File: src/rtl/boot_pkg.sv
`default_nettype none
// ============================================================================
//  Module      : boot_pkg
//  Description : Shared state encoding and address helpers for the
//                instruction-memory boot loader.
//  Revision    : 1.0 - initial release
// ============================================================================
package boot_pkg;

  // Boot sequencer states, explicitly encoded in 3 bits.
  typedef enum logic [2:0] {
    BOOT_IDLE  = 3'd0,
    BOOT_LOAD  = 3'd1,
    BOOT_DRAIN = 3'd2,
    BOOT_HOLD  = 3'd3,
    BOOT_RUN   = 3'd4,
    BOOT_ERROR = 3'd5
  } boot_state_e;

  // Bytes per instruction word; instruction memory is byte addressed.
  localparam int unsigned WORD_BYTES = 4;

  // Word index to byte address; the result is always word aligned.
  function automatic logic [31:0] word_addr(input logic [31:0] idx);
    return idx * WORD_BYTES;
  endfunction

endpackage : boot_pkg
`default_nettype wire

File: src/rtl/imem_boot_loader.sv
`default_nettype none
// ============================================================================
//  Module      : imem_boot_loader
//  Description : Streams a program image into the CPU instruction memory and
//                holds the CPU in reset until the image is fully written,
//                then releases it to start at PC 0. Supports reload from RUN
//                and retry from ERROR without a global reset.
//  Revision    : 1.0 - initial release
// ============================================================================
module imem_boot_loader
  import boot_pkg::*;
#(
  parameter int DEPTH_WORDS = 64,
  parameter int HOLD_CYCLES = 2
) (
  input  logic                               clk,
  input  logic                               rst,
  input  logic                               start,
  input  logic                               load_valid,
  output logic                               load_ready,
  input  logic [31:0]                        load_data,
  input  logic                               load_last,
  output logic                               initialize,
  output logic [31:0]                        instruction_initialize_data,
  output logic [31:0]                        instruction_initialize_address,
  output logic                               cpu_rst,
  output logic                               busy,
  output logic                               done,
  output logic                               error,
  output logic [$clog2(DEPTH_WORDS+1)-1:0]   words_loaded
);

  // Word counter must hold DEPTH_WORDS itself after an overflow beat.
  localparam int CW = $clog2(DEPTH_WORDS + 1);
  // Hold counter needs at least one bit even when HOLD_CYCLES is 1.
  localparam int HW = (HOLD_CYCLES > 1) ? $clog2(HOLD_CYCLES) : 1;

  localparam logic [CW-1:0] LAST_IDX  = CW'(DEPTH_WORDS - 1);
  localparam logic [HW-1:0] HOLD_LAST = HW'(HOLD_CYCLES - 1);

  boot_state_e   state_q, state_d;
  logic [CW-1:0] idx_q, idx_d;
  logic [HW-1:0] hold_q, hold_d;
  logic          init_q, init_d;
  logic [31:0]   data_q, data_d;
  logic [31:0]   addr_q, addr_d;
  logic          cpu_rst_q, cpu_rst_d;
  logic          busy_q, busy_d;
  logic          done_q, done_d;
  logic          error_q, error_d;
  logic          beat;

  // Ready is the only combinational output so a beat can be taken every cycle.
  assign load_ready = (state_q == BOOT_LOAD);
  assign beat       = load_valid & load_ready;

  // Next-state, write-port and counter logic.
  always_comb begin
    state_d = state_q;
    idx_d   = idx_q;
    hold_d  = hold_q;
    init_d  = 1'b0;
    data_d  = data_q;
    addr_d  = addr_q;
    case (state_q)
      BOOT_IDLE, BOOT_RUN, BOOT_ERROR: begin
        if (start) begin
          state_d = BOOT_LOAD;
          idx_d   = '0;
        end
      end
      BOOT_LOAD: begin
        if (beat) begin
          // The word is written even on overflow; only the next state differs.
          init_d = 1'b1;
          data_d = load_data;
          addr_d = word_addr(32'(idx_q));
          idx_d  = idx_q + 1'b1;
          if (load_last) begin
            state_d = BOOT_DRAIN;
          end else if (idx_q == LAST_IDX) begin
            state_d = BOOT_ERROR;
          end
        end
      end
      BOOT_DRAIN: begin
        // Final write pulse is on the bus during this cycle.
        state_d = BOOT_HOLD;
        hold_d  = '0;
      end
      BOOT_HOLD: begin
        if (hold_q == HOLD_LAST) begin
          state_d = BOOT_RUN;
        end else begin
          hold_d = hold_q + 1'b1;
        end
      end
      default: state_d = BOOT_IDLE;
    endcase
  end

  // Status outputs are registered from the next state so they align with it.
  always_comb begin
    cpu_rst_d = (state_d != BOOT_RUN);
    busy_d    = (state_d == BOOT_LOAD) || (state_d == BOOT_DRAIN) ||
                (state_d == BOOT_HOLD);
    done_d    = (state_d == BOOT_RUN);
    error_d   = (state_d == BOOT_ERROR);
  end

  // State and output registers with synchronous active-low reset.
  always_ff @(posedge clk) begin
    if (!rst) begin
      state_q   <= BOOT_IDLE;
      idx_q     <= '0;
      hold_q    <= '0;
      init_q    <= 1'b0;
      data_q    <= '0;
      addr_q    <= '0;
      cpu_rst_q <= 1'b1;
      busy_q    <= 1'b0;
      done_q    <= 1'b0;
      error_q   <= 1'b0;
    end else begin
      state_q   <= state_d;
      idx_q     <= idx_d;
      hold_q    <= hold_d;
      init_q    <= init_d;
      data_q    <= data_d;
      addr_q    <= addr_d;
      cpu_rst_q <= cpu_rst_d;
      busy_q    <= busy_d;
      done_q    <= done_d;
      error_q   <= error_d;
    end
  end

  assign initialize                     = init_q;
  assign instruction_initialize_data    = data_q;
  assign instruction_initialize_address = addr_q;
  assign cpu_rst                        = cpu_rst_q;
  assign busy                           = busy_q;
  assign done                           = done_q;
  assign error                          = error_q;
  assign words_loaded                   = idx_q;

endmodule : imem_boot_loader
`default_nettype wire

File: config.mk
export PLATFORM = sky130hd
export DESIGN_NAME = imem_boot_loader
export DESIGN_NICKNAME = d
export VERILOG_FILES = /design/src/rtl/boot_pkg.sv /design/src/rtl/imem_boot_loader.sv
export SDC_FILE = /design/constraint.sdc
export NUM_CORES = 1
export LEC_CHECK = 0
export BUFFER_PORTS_ARGS = -buffer_cell sky130_fd_sc_hd__buf_2
export CORE_MARGIN = 3
export CORE_UTILIZATION = 23
export DETAILED_ROUTE_END_ITERATION = 16
export PLACE_DENSITY = 0.53
export SLEW_MARGIN = 20
export SYNTH_ARGS = -nofsm -noshare
export SYNTH_HDL_FRONTEND = slang
export SYNTH_SLANG_ARGS = --single-unit
File: constraint.sdc
create_clock -name clk -period 1.6 [get_ports clk]
set_input_delay 0.32 -clock clk [delete_from_list [all_inputs] [get_ports clk]]
set_output_delay 0.32 -clock clk [all_outputs]
set_load 0.005 [all_outputs]
==> flow_summary.toml, run 1 <==
[status]
status = "completed"

[power_and_ir_drop]
swShare_pct = 24.3
p_per_area_mw_per_mm2 = 862
switchingPower_uw = 622
vdd_drop_max_mv = 0.358
clkPwrFrac_pct = 31.9
leakage_uw = 0.00132
pwr-share-comb_pct = 11.9
seqPwrFrac_pct = 56.3
p_int_uw = 1940

[critical_path]
crit_path_max_fanout = 10
r2r.worst_path.cells = 4
rr_startpoint = "state_q[1]"
r2r_slack_ns = 0.09
arrival_ns = 1.72
crit_type = "reg -> reg"
critPathLaunch = "state_q[1]"
cp-start-kind = "flop"
cp-end-kind = "flop"
crit_required_ns = 1.80
crit_end = "error"
timing.rr.end = "error"

[drt]
vias = 2091
vias_per_cell = 4.11
initialDrtViolationCount = 65
postRouteAntennaNets = 0
drtPass1Iterations = 4
drc = 0
totalWireLength_um = 5810
wl_per_cell_um = 11.4

[clocking]
cts_buffers = 5
htree_levels = 2
cts_buffer_depth = 2
cts_sinks = 55
cts_root_buf = "clkbuf_8"
clk_latency_ns = 0.30
clk_pin_slew_ns = 0.09
cts_tree = "done"
cts_setup_buffers = 0
cts_hold_buf = 0
post_cts_resized = 0

[yosys]
ys_seq_elements = 55
netlist_area_sq_mm = 0.00228
synth_cell_type_count = 35
yosys-mux-area-fraction_pct = 0
post_synth_fa_ha_maj_area_fraction_pct = 0.549
synth_edf_count = 0
synthArstFlopShare_pct = 0
synth_top_family_by_area = "simple AND/OR/NAND/NOR gates"
ys_seq_area_share_pct = 48.4
synthSimpleGateAreaFrac_pct = 22.6
synth_xor_area_share_pct = 0.385
syn_area_per_cell_sq_um = 8.02
synth_compound_area_share_pct = 15.8
synthFlopType = "dfxtp_1"
ys_warn_count = 0
syn_inst = 284

[place]
dp.cells = 501
gp_congestion = 0.819
dp_hpwl_um = 4390
io_buffers = 88

[layout]
layout_common_cells = "nand2_1 (88), buf_2 (88), dfxtp_1 (53)"
areaGrowthSynthToFinish_pct = 30.4
drive_above_1_share_pct = 33.7
fill_cells = 1060
final_nets = 417
instances_no_fill = 509
antenna_cells = 0

[floorplan]
initial_utilization_pct = 24.2
die_area_sq_mm = 0.0111
io_pins = 114
core_sq_mm = 0.00942
die_y_um = 106
fp-row-count = 35
die_x_um = 106

[timing]
finalHoldViolations = 0
clock-skew-final_ns = 0.00394
setup_tns_ns = 0
grt_setup_unrepaired = "no"
period_minus_slack_ns = 1.51
clock.fmax_mhz = 660
setup_viol = 0
finalCritPeriodShare_pct = 94.7
maxSlewViolCount = 0

[hold_path]
hold_path.class = "in -> reg"

[global_routing]
grtUsageTotal_pct = 9.98
overflow = 0
antenna_found_initial = 0
grt_pass1_wl_um = 9170
grt_pass1_vias = 1934
grt_max_degree = 25

[job]
drv_cap = 0
-- synth_stat cells (2+ instances only) --
library cell	instances	area, sq um
nor2_1	10	37.5
buf_4	27	203
clkbuf_1	14	52.6
o31ai_1	2	15.0
nand3_1	5	25.0
dfxtp_1	55	1100
inv_1	2	7.51
a31oi_1	2	12.5
buf_2	2	10.0
o21ai_0	2	10.0
nand2_1	88	330
a21oi_1	50	250
or3_1	3	18.8
-- worst min-delay path by stage --
stage / start / to / slack (ns) / cells after the start
2_1_floorplan: rst / state_q[0] / 0.45 / 2
3_3_place_gp: instruction_initialize_data[1] / instruction_initialize_data[1] / 0.44 / 2
3_5_place_dp: instruction_initialize_address[4] / instruction_initialize_address[4] / 0.44 / 2
4_1_cts: load_data[9] / instruction_initialize_data[9] / 0.24 / 3
5_1_grt: load_data[18] / instruction_initialize_data[18] / 0.24 / 3
6_report: load_data[28] / instruction_initialize_data[28] / 0.25 / 3
-- registers in the layout (all words and copies together) (netlist names) --
signal and cells:
instruction_initialize_address 7, initialize 1, done 1, words_loaded 7
state_q 3, hold_q 1, busy 1, cpu_rst 1
error 1, instruction_initialize_data 32
-- cells by family (layout without fill, tap and decap cells) --
family	Yosys count	count (layout)
flops	55	55
simple gates	116	116
xor+xnor	1	1
compound gates	64	64
fa+ha+maj	1	1
other cells	1	25
buf+inv	46	118
-- per-layer routing --
metal  vias to the layer above  routed length, um  GRT usage (%)
li1                       1071                  -              -
met1                       936               2700           13.3
met3                         4                479           3.25
met4                         0                 32           2.59
met2                        80               2590           15.6
met5                         -                  0              0
-- critical path, stage by stage, from the launching register on --
cell       delay [ns]
dfxtp_2          0.38
or3b_2           0.49
a21oi_2          0.16
a31oi_2          0.07
a2111oi_2        0.33
-- through the flow --
step           hold slack (ns)  utilization (%)  setup WS (ns)  area (sq um)  power, uW
2_1_floorplan            0.448                -        0.00764          2370       1670
3_3_place_gp             0.440             30.3         0.0887          2850       1780
3_5_place_dp             0.445             30.3         0.0758          2850       1780
4_1_cts                  0.237             31.3         0.0408          2950       2620
5_1_grt                  0.236             31.5         0.0114          2970       2720
6_report                 0.253             31.5         0.0854          2970       2560
-- area by class of cell --
class	count	area [sq um]	share of cell area, %
Timing Repair Buffer	107	583	19.6
Clock buffer	8	100	3.37
Tap cell	129	161	5.44
Inverter	3	11.3	0.379
Sequential cell	55	1100	37.2
Multi-Input combinational cell	207	1010	34.0
-- power groups by stage --
| stage | Clock (uW) | Sequential (uW) | Combinational (uW) |
|---|---|---|---|
| after detailed placement | 0 | 1470 | 307 |
| after CTS | 868 | 1440 | 308 |
| after floorplan | 0 | 1470 | 201 |
| final | 815 | 1440 | 304 |
| after global placement | 0 | 1470 | 305 |
| after global routing | 927 | 1450 | 344 |
No activity file was read; power rests on OpenSTA's default activity.
==> run 2: changes to the inputs <==
--- a/config.mk
+++ b/config.mk
@@ -10,6 +10,8 @@
 export CORE_UTILIZATION = 23
 export DETAILED_ROUTE_END_ITERATION = 16
 export PLACE_DENSITY = 0.53
+export REMOVE_ABC_BUFFERS = 1
+export SETUP_SLACK_MARGIN = 0.1
 export SLEW_MARGIN = 20
 export SYNTH_ARGS = -nofsm -noshare
 export SYNTH_HDL_FRONTEND = slang
==> run 2 against run 1 <==
Routed wire length increased by 7.9%. Global-route usage grew 0.52 points. First-iteration DRC count rose by 31%. Cell area grew 3.2%. Sequential power about the same. Combinational power is 6.6% higher. Critical path depth up 2. Sequential share of layout area decreased by 1.0 points. Register-to-register slack better by 0.05 ns. Clock power is 17% higher. Die area is the same. Critical path type unchanged. Highest routed layer unchanged.
==> flow_summary.toml, run 2 (synthesis results as in run 1) <==
[drt]
totalWireLength_um = 6270
drtPass1Iterations = 4
postRouteAntennaNets = 0
vias = 2147
drc = 0
wl_per_cell_um = 12.2
initialDrtViolationCount = 85
vias_per_cell = 4.19

[timing]
period_minus_slack_ns = 1.46
fin_ws_ns = 0.138
clock-skew-final_ns = 0.00149
setup_viol = 0
maxSlewViolCount = 0
finalCritPeriodShare_pct = 91.4
finalHoldViolations = 0
setup_tns_ns = 0
grt_setup_unrepaired = "yes"
clock.fmax_mhz = 684

[place]
gp_congestion = 0.837
io_buffers = 88
detailedPlace.worstSlack_ns = -0.0314
dp_hpwl_um = 4400

[power_and_ir_drop]
swShare_pct = 24.2
vdd_drop_max_mv = 0.327
switchingPower_uw = 659
pwr-share-comb_pct = 11.9
p_int_uw = 2060
p_per_area_mw_per_mm2 = 887
leakage_uw = 0.00135
clkPwrFrac_pct = 35.1
seqPwrFrac_pct = 52.9

[layout]
final_nets = 420
antenna_cells = 0
layout_common_cells = "nand2_1 (88), buf_2 (88), dfxtp_1 (50)"
fin_util_pct = 32.5
drive_above_1_share_pct = 35.8
areaGrowthSynthToFinish_pct = 34.6
largest_reg_flops = 32

[critical_path]
crit_required_ns = 1.80
critPathLaunch = "words_loaded[1]"
r2r_slack_ns = 0.14
rr_startpoint = "words_loaded[1]"
timing.rr.end = "cpu_rst"
crit_path_max_fanout = 3
arrival_ns = 1.67
cp-end-kind = "flop"
cp-start-kind = "flop"
crit_type = "reg -> reg"
r2r.worst_path.cells = 6

[clocking]
cts_root_buf = "clkbuf_8"
clk_pin_slew_ns = 0.10
cts_buffer_depth = 2
cts_tree = "done"
cts_sinks = 55
cts_buffers = 5
cts_hold_buf = 0
clk_latency_ns = 0.30
htree_levels = 2

[floorplan]
die_area_sq_mm = 0.0111
die_y_um = 106
core_sq_mm = 0.00942
die_x_um = 106
initial_utilization_pct = 24.2
io_pins = 114
fp-row-count = 35

[global_routing]
grt_max_degree = 42
grtUsageTotal_pct = 10.5
antenna_found_initial = 0
grt_pass1_vias = 1952
overflow = 0
grt_pass1_wl_um = 9490

[hold_path]
hold_depth = 3
worstHoldEndpoint = "instruction_initialize_data[0]"
hold_path.class = "in -> reg"
min_from = "load_data[0]"

[job]
drv_cap = 0

[status]
status = "completed"
-- run 2: cell count changes in the layout (fill, tap and decap cells not counted), sizes merged --
cell    change
bufinv      +1
clkbuf      -1
clkinv      +1
buf         +2
-- run 2: per-stage QoR --
stage / hold WS, ns / power, uW / instances / cell area [sq um]
after floorplan: 0.448 / 1610 / 265 / 2100
after global placement: 0.440 / 1780 / 499 / 2850
after detailed placement: 0.444 / 1780 / 499 / 2850
after CTS: 0.225 / 2760 / 509 / 3010
after global routing: 0.221 / 2870 / 512 / 3060
final: 0.244 / 2720 / 512 / 3060
-- run 2: worst max-delay path by stage --
stage,endpoint,slack (ns),cells after the start
after floorplan,words_loaded[3],-0.74,3
after global placement,error,0.05,5
after detailed placement,error,-0.03,5
after CTS,cpu_rst,0.07,6
after global routing,cpu_rst,0.07,6
final,cpu_rst,0.14,6
-- run 2: per-layer routing --
| layer | up-vias | wire, um | GRT usage, % | part of all wire (%) |
|---|---|---|---|---|
| li1 | 1079 | - | - | - |
| met1 | 997 | 2730 | 12.5 | 44 |
| met2 | 69 | 3100 | 18.3 | 49 |
| met3 | 2 | 421 | 3.18 | 6.7 |
| met4 | 0 | 21 | 2.87 | 0.34 |
| met5 | - | 0 | 0 | 0 |
-- run 2: critical path: stages, from the launching register on --
cell	delay (ns)
dfxtp_2	0.37
ha_4	0.15
nand3_4	0.09
nor4_4	0.28
a31oi_2	0.16
buf_4	0.17
a21o_1	0.15
-- run 2: repair_timing --
action                                  CTS  global route
pin swaps                                 4             5
resized for setup                         7             5
gates cloned                              0             1
buffers inserted                          2             2
endpoints found under the setup margin    2             7
-- run 2: power groups by stage --
stage	Clock [uW]	Combinational, uW	Sequential (uW)
floorplan	0	132	1480
global placement	0	307	1470
detailed placement	0	310	1470
CTS	1010	314	1440
global route	1060	365	1450
finish	956	324	1440
-- run 2: final cells by class --
| class | count | area, sq um |
|---|---|---|
| tap | 129 | 161 |
| inverter | 3 | 11.3 |
| sequential | 55 | 1110 |
| fill | 1044 | 6350 |
| clock inverter | 2 | 35.0 |
| multi-input combinational | 207 | 1030 |
| clock buffer | 6 | 82.6 |
| timing repair buffer | 110 | 636 |
==> run 3: changes to the inputs <==
--- a/config.mk
+++ b/config.mk
@@ -11,7 +11,7 @@
 export DETAILED_ROUTE_END_ITERATION = 16
 export PLACE_DENSITY = 0.53
 export REMOVE_ABC_BUFFERS = 1
-export SETUP_SLACK_MARGIN = 0.1
+export SETUP_SLACK_MARGIN = 0.2
 export SLEW_MARGIN = 20
 export SYNTH_ARGS = -nofsm -noshare
 export SYNTH_HDL_FRONTEND = slang
==> run 3 against run 2 <==
Die area did not move. Critical endpoint unchanged. Clock skew rose by 0.00062 ns. Register-to-register slack barely moved.
==> flow_summary.toml, run 3 (synthesis results as in run 1) <==
[status]
status = "completed"

[drt]
drc = 0
vias = 2159
postRouteAntennaNets = 0
initialDrtViolationCount = 85
vias_per_cell = 4.18
drtPass1Iterations = 4
totalWireLength_um = 6430
wl_per_cell_um = 12.4

[layout]
fill_cells = 1030
final_nets = 425
drive_above_1_share_pct = 37.1
fin_util_pct = 33.6
largest_reg_flops = 32
areaGrowthSynthToFinish_pct = 38.8
layout_common_cells = "nand2_1 (88), buf_2 (88), dfxtp_1 (50)"
instances_no_fill = 517
multiInputGateArea_sq_mm = 0.00106
antenna_cells = 0
seq_area_sq_mm = 0.00111

[timing]
period_minus_slack_ns = 1.46
finalHoldViolations = 0
clock.fmax_mhz = 684
maxSlewViolCount = 0
setup_viol = 0
grt_setup_unrepaired = "yes"
clock-skew-final_ns = 0.00210
finalCritPeriodShare_pct = 91.4

[floorplan]
die_x_um = 106
io_pins = 114
die_area_sq_mm = 0.0111
initial_utilization_pct = 24.2
core_sq_mm = 0.00942
fp-row-count = 35
die_y_um = 106

[power_and_ir_drop]
leakage_uw = 0.00139
total_power_uw = 2750
vdd_drop_max_mv = 0.328
p_per_area_mw_per_mm2 = 871

[global_routing]
grt_max_degree = 42
antenna_found_initial = 0
grt_pass1_wl_um = 9540
overflow = 0
grt_pass1_vias = 1941
grtUsageTotal_pct = 10.5

[place]
gp_congestion = 0.837
dp.cells = 499
io_buffers = 88
dp_hpwl_um = 4400

[clocking]
clk_pin_slew_ns = 0.10
cts_root_buf = "clkbuf_8"
htree_levels = 2
cts_sinks = 55
cts_buffer_depth = 2
cts_tree = "done"
clk_latency_ns = 0.30
cts_buffers = 5

[critical_path]
cp-end-kind = "flop"
rr_startpoint = "words_loaded[0]"
timing.rr.end = "cpu_rst"
r2r_slack_ns = 0.14
crit_end = "cpu_rst"
crit_required_ns = 1.80
critPathLaunch = "words_loaded[0]"
arrival_ns = 1.67
r2r.worst_path.cells = 6
crit_type = "reg -> reg"
crit_path_max_fanout = 3
cp-start-kind = "flop"

[job]
drv_cap = 0

[hold_path]
hold_path.class = "in -> reg"
==> run 3: stage by stage <==
| step | TNS [ns] | hold WS (ns) | worst slack, ns | instance area, sq um |
|---|---|---|---|---|
| finish | 0 | 0.243 | 0.137 | 3160 |
| global route | 0 | 0.221 | 0.0746 | 3160 |
| CTS | 0 | 0.225 | 0.107 | 3030 |
| detailed placement | -0.0314 | 0.444 | -0.0314 | 2850 |
| global placement | 0 | 0.440 | 0.0484 | 2850 |
| floorplan | -16.68 | 0.448 | -0.735 | 2100 |
==> run 3: cell type report <==
cell class	count	area share [%]
Clock buffer	6	2.61
Clock inverter	2	1.11
Inverter	3	0.356
Multi-Input combinational cell	207	33.4
Sequential cell	55	35.0
Tap cell	129	5.10
Timing Repair Buffer	115	22.4
==> run 3: report_power, final <==
| group | switching [uW] | leakage, uW | internal (uW) |
|---|---|---|---|
| registers | 26.0 | 0.000449 | 1410 |
| logic | 195 | 0.000880 | 161 |
| clock network | 450 | 0.0000612 | 507 |
==> run 3: worst max-delay path, stage by stage (launching register included) <==
cell and delay [ns]:
dfxtp_2 0.37, ha_4 0.15, nand3_4 0.09, nor4_4 0.27, a31oi_2 0.16, buf_4 0.17, a21o_1 0.15
==> run 3: worst min-delay path by stage <==
stage / from / end / depth (start not counted)
finish: load_data[28] / instruction_initialize_data[28] / 3
global route: load_data[27] / instruction_initialize_data[27] / 3
floorplan: rst / state_q[0] / 2
global placement: instruction_initialize_data[11] / instruction_initialize_data[11] / 2
detailed placement: instruction_initialize_data[9] / instruction_initialize_data[9] / 2
CTS: load_data[25] / instruction_initialize_data[25] / 3
==> run 3: repair_timing <==
item / CTS / global route
hold buffers: 0 / 0
gates resized for setup: 11 / 6
cloned: 0 / 2
endpoints found under the setup margin: 5 / 15
pin swaps: 7 / 6
buffers inserted: 2 / 6
==> run 3: metal layers <==
metal	global-route usage, %	routed length, um
met5	0	0
met4	2.68	21
met3	3.12	411
met2	18.5	3170
met1	12.6	2830
